**config.mk**
```make
export PLATFORM = sky130hd
export DESIGN_NAME = uart_tx_fifo
export DESIGN_NICKNAME = d
export VERILOG_FILES = /design/src/rtl/uart_tx_fifo.sv
export SDC_FILE = /design/constraint.sdc
export NUM_CORES = 1
export LEC_CHECK = 0
export CORE_ASPECT_RATIO = 1.25
export CORE_MARGIN = 4
export CORE_UTILIZATION = 55
export CTS_CLUSTER_DIAMETER = 200
export DETAILED_ROUTE_END_ITERATION = 8
export GPL_ROUTABILITY_DRIVEN = 0
export PLACE_DENSITY = 0.81
export SETUP_SLACK_MARGIN = 0.1
export SLEW_MARGIN = 20
export SYNTH_ARGS = -nofsm -noshare
export SYNTH_HDL_FRONTEND = slang
export SYNTH_SLANG_ARGS = --single-unit
```
**constraint.sdc**
```tcl
create_clock -name CLK -period 3.2 [get_ports CLK]
set_input_delay 0.48 -clock CLK [delete_from_list [all_inputs] [get_ports CLK]]
set_output_delay 0.48 -clock CLK [all_outputs]
set_load 0.1 [all_outputs]
```
**src/rtl/uart_tx_fifo.sv**
```systemverilog
// Byte FIFO feeding a UART transmitter through a one-shot TX_DV / TX_DONE handshake.
// Define UART_TX_FIFO_CRLF_EN to expand each 8'h0A into the pair 8'h0D, 8'h0A on the wire.
module uart_tx_fifo #(
    parameter int unsigned DEPTH_LOG2 = 4
) (
    input  logic                  CLK,
    input  logic                  RST_N,
    input  logic                  IN_VALID,
    input  logic [7:0]            IN_BYTE,
    output logic                  IN_READY,
    output logic                  TX_DV,
    output logic [7:0]            TX_BYTE,
    input  logic                  TX_DONE,
    output logic [DEPTH_LOG2:0]   COUNT,
    output logic                  BUSY
);

    localparam int unsigned DEPTH = 1 << DEPTH_LOG2;
    localparam logic [DEPTH_LOG2:0]   FULL_CNT = DEPTH[DEPTH_LOG2:0];
    localparam logic [DEPTH_LOG2:0]   CNT_ONE  = {{DEPTH_LOG2{1'b0}}, 1'b1};
    localparam logic [DEPTH_LOG2-1:0] PTR_ONE  = {{(DEPTH_LOG2 - 1){1'b0}}, 1'b1};

    localparam logic [1:0] ST_IDLE      = 2'd0;
    localparam logic [1:0] ST_ISSUE     = 2'd1;
    localparam logic [1:0] ST_WAIT_DONE = 2'd2;
`ifdef UART_TX_FIFO_CRLF_EN
    localparam logic [1:0] ST_SEND_CR   = 2'd3;
`endif

    logic [7:0]            mem [DEPTH];
    logic [DEPTH_LOG2-1:0] wr_ptr_q, wr_ptr_d;
    logic [DEPTH_LOG2-1:0] rd_ptr_q, rd_ptr_d;
    logic [DEPTH_LOG2:0]   count_q, count_d;
    logic [1:0]            state_q, state_d;
    logic [7:0]            tx_byte_q, tx_byte_d;
    logic                  tx_dv_q, tx_dv_d;
    logic                  ready_en_q;
    logic                  push;
    logic                  pop;
    logic [7:0]            head_byte;
`ifdef UART_TX_FIFO_CRLF_EN
    logic                  cr_sent_q, cr_sent_d;
`endif

    // ready_en_q holds IN_READY low through reset and for the edge that releases it
    assign IN_READY  = ready_en_q && (count_q != FULL_CNT);
    assign push      = IN_VALID && IN_READY;
    assign pop       = (state_q == ST_ISSUE);
    assign head_byte = mem[rd_ptr_q];

    assign TX_DV   = tx_dv_q;
    assign TX_BYTE = tx_byte_q;
    assign COUNT   = count_q;
    assign BUSY    = (state_q != ST_IDLE);

    always_ff @(posedge CLK) begin
        if (push) begin
            mem[wr_ptr_q] <= IN_BYTE;
        end
    end

    always_comb begin
        wr_ptr_d = push ? (wr_ptr_q + PTR_ONE) : wr_ptr_q;
        rd_ptr_d = pop  ? (rd_ptr_q + PTR_ONE) : rd_ptr_q;
        count_d  = count_q;
        case ({push, pop})
            2'b10:   count_d = count_q + CNT_ONE;
            2'b01:   count_d = count_q - CNT_ONE;
            default: count_d = count_q;
        endcase
    end

    always_comb begin
        state_d   = state_q;
        tx_byte_d = tx_byte_q;
        tx_dv_d   = 1'b0;
`ifdef UART_TX_FIFO_CRLF_EN
        cr_sent_d = cr_sent_q;
`endif
        case (state_q)
            ST_IDLE: begin
                if (count_q != '0) begin
`ifdef UART_TX_FIFO_CRLF_EN
                    // A newline goes out twice: CR first without popping, then LF with the pop
                    if (head_byte == 8'h0A && !cr_sent_q) begin
                        tx_byte_d = 8'h0D;
                        state_d   = ST_SEND_CR;
                    end else begin
                        tx_byte_d = head_byte;
                        state_d   = ST_ISSUE;
                    end
`else
                    tx_byte_d = head_byte;
                    state_d   = ST_ISSUE;
`endif
                end
            end
            ST_ISSUE: begin
                tx_dv_d = 1'b1;
                state_d = ST_WAIT_DONE;
`ifdef UART_TX_FIFO_CRLF_EN
                cr_sent_d = 1'b0;
`endif
            end
`ifdef UART_TX_FIFO_CRLF_EN
            ST_SEND_CR: begin
                tx_dv_d   = 1'b1;
                cr_sent_d = 1'b1;
                state_d   = ST_WAIT_DONE;
            end
`endif
            ST_WAIT_DONE: begin
                if (TX_DONE) begin
                    state_d = ST_IDLE;
                end
            end
            default: state_d = ST_IDLE;
        endcase
    end

    always_ff @(posedge CLK or negedge RST_N) begin
        if (!RST_N) begin
            wr_ptr_q   <= '0;
            rd_ptr_q   <= '0;
            count_q    <= '0;
            state_q    <= ST_IDLE;
            tx_byte_q  <= 8'h00;
            tx_dv_q    <= 1'b0;
            ready_en_q <= 1'b0;
        end else begin
            wr_ptr_q   <= wr_ptr_d;
            rd_ptr_q   <= rd_ptr_d;
            count_q    <= count_d;
            state_q    <= state_d;
            tx_byte_q  <= tx_byte_d;
            tx_dv_q    <= tx_dv_d;
            ready_en_q <= 1'b1;
        end
    end

`ifdef UART_TX_FIFO_CRLF_EN
    always_ff @(posedge CLK or negedge RST_N) begin
        if (!RST_N) begin
            cr_sent_q <= 1'b0;
        end else begin
            cr_sent_q <= cr_sent_d;
        end
    end
`endif

endmodule

```
==> out/qor.yml <==
worst_pin_slew_ns: 0.968
avgRoutedWirePerCell_um: 23.2
cp_cell_sequence: "or4_4, o211a_4, inv_2, ha_4, xor2_1, ha_1, o211a_1, o21ai_0, o41ai_1, nor4b_1"
final_core_util: 0.651
yosysTopAreaCell: "edfxtp_1"
core_area_mm2: 0.0111
path_clk_slew_ns: 0.06
yosysUniqueCellTypes: 43
cts_tree: "built"
drv_cap: 0
drt_iter0_drc: 236
cp_max_fo: 10
yosysWarningCount: 0
via_per_inst: 6.02
slew_headroom: 0.353
first_global_vias: 3174
path_class: "register to register"
finalMaxSlewViolations: 0
synthCells: 332
numPortBuffers: 27
synth_area_mm2: 0.00631
r2r_cells: 10
chipHeight_um: 128
grt_max_degree: 26
grt_pass1_wl_um: 18800
synth.yosys.seq_area_share: 0.709
ir_drop_uv: 578
hp-class: "input pin to async pin"
die_x_um: 104
clock.fmax_mhz: 359
cp-start-kind: "register"
critPathMaxStageDelay_ns: 0.54
end_kind: "register"
finalHoldViolations: 0
syn_to_final_growth_pct: 15.0
drc: 0
reg2reg_setup_slack_ns: 0.41
hpwlAfterDp_um: 7770
clock_latency_ns: 0.41
clockBufferDepth: 2
rsz0062_at_grt: "false"
worstPathRequired_ns: 3.51
synth_edf_count: 128
finalCritPeriodShare: 0.871
status: "finished, final reports clean"
period_minus_slack_ns: 2.79
h-tree-depth: 4
power.density_mw_per_mm2: 1010
rows: 43
r2r_end: "COUNT[4]"
reg2reg_from: "COUNT[2]"
initial_utilization: 0.566
drt.antenna.violating_nets: 0
num_vias: 3087
num_antenna_cells: 0
drt_wl_total_um: 11900
fill_cells: 716
finClkSkew_ns: 0.00824
fin_tns_setup_ns: 0
avgSynthCellArea_um2: 19.0
antenna_found_initial: 0
cts-buffers-inserted: 17
ys_top_cells_by_area: "edfxtp_1 61%, dfrtp_1 9.9%, mux4_2 8.2%, mux4_1 3.8%, ha_1 1.8%"
nets: 386
syn-num-nets: 353
dieArea_mm2: 0.0133
finalSetupViolations: 0
root_buffer: "clkbuf_16"
crit_path_top_delay_cell: "or4_4"
ys_seq_elements: 153
crit_arrival_ns: 3.10
track_usage: 0.194
synth_top_area_frac: 0.610
io_pins: 28
dr.pass1.iters: 5
drive_gt1_frac: 0.222
most-common-layout-cells: "128 x edfxtp_1, 23 x mux4_2, 20 x dfrtp_1"
grt_overflow_total: 0
p_leak_nw: 2.56
synth_flop_cell: "edfxtp_1"
async_reset_ff_frac: 0.163
mostFrequentLayoutCell: "edfxtp_1"
cts_sinks: 153
[worst max-delay path, delay by kind of cell (launching register included)]
family | cells | cell delay, ns
AO/OA/AOI/OAI | 4 | 0.74
XOR/XNOR | 1 | 0.08
adder cells (fa/ha/maj) | 2 | 0.41
buffers and inverters | 1 | 0.12
flip-flops | 1 | 0.52
AND/OR/NAND/NOR | 2 | 0.81
[what timing repair did]
action | in CTS | in global routing
setup endpoints to repair | 0 | 1
hold buffers | 0 | 0
buffers inserted | 0 | 0
resized for setup | 0 | 3
[sequential cells by signal, summed over array words and instances, names as in the netlist]
| name | flops |
|---|---|
| ready_en_q | 1 |
| state_q | 2 |
| mem | 128 |
| TX_DV | 1 |
| wr_ptr_q | 4 |
| COUNT | 5 |
| rd_ptr_q | 4 |
| TX_BYTE | 8 |
[synth_stat cells (6+ instances only)]
cell / n
a211o_1: 8
a21oi_1: 11
a22o_1: 8
and2_1: 17
clkbuf_1: 6
dfrtp_1: 25
edfxtp_1: 128
ha_1: 9
mux2i_1: 8
mux4_1: 9
mux4_2: 23
nor2b_1: 12
[kinds of logic (layout without fill, tap and decap cells)]
kind of cell | Yosys count | count (layout) | share of synthesized area
flops | 153 | 153 | 0.709
simple gates | 54 | 54 | 0.0514
mux | 42 | 42 | 0.136
compound gates | 39 | 39 | 0.0480
buf+inv | 24 | 70 | 0.0236
xor+xnor | 10 | 10 | 0.0139
fa+ha+maj | 9 | 9 | 0.0179
other cells | 1 | 1 | 0.000595
[power by group]
group / internal [W] / leakage [nW] / switching (W)
clock: 0.00125 / 0.289 / 0.000752
combinational: 0.00101 / 0.820 / 0.00153
sequential: 0.00242 / 1.45 / 0.000330
[metal layers]
metal,vias up,global-route usage,share of wire
li1,1384,-,-
met1,1590,0.245,0.40
met2,101,0.338,0.53
met3,12,0.0443,0.052
met4,0,0.0657,0.020
met5,-,0,0
[through the flow]
stage          std cells  instance area, um2  total power (W)  hold WS (ns)  setup slack [ns]
2_1_floorplan        332                6320          0.00477         0.184             0.122
3_3_place_gp         481                6640          0.00525         0.491             0.268
3_5_place_dp         481                6640          0.00531         0.503             0.163
4_1_cts              513                7240          0.00732         0.436             0.144
5_1_grt              513                7250          0.00761         0.473             0.175
6_report             513                7250          0.00729         0.434             0.412
[area by class of cell]
class	instances	area [um2]	area share
sequential	153	4480	0.617
multi-input combinational	155	1700	0.234
clock buffer	22	454	0.0626
timing repair buffer	32	285	0.0393
tap	135	169	0.0233
clock inverter	10	143	0.0197
inverter	6	22.5	0.00311
[how the worst max path moves through the flow]
stage	startpoint	endpoint	slack, ns	cells after the start
2_1_floorplan	COUNT[2]	COUNT[4]	0.12	12
3_3_place_gp	COUNT[2]	COUNT[4]	0.27	10
3_5_place_dp	COUNT[2]	COUNT[4]	0.16	10
4_1_cts	COUNT[2]	COUNT[4]	0.14	10
5_1_grt	COUNT[2]	COUNT[4]	0.18	10
6_report	COUNT[2]	COUNT[4]	0.41	10
Note: power is estimated with default switching activity, not from simulation.
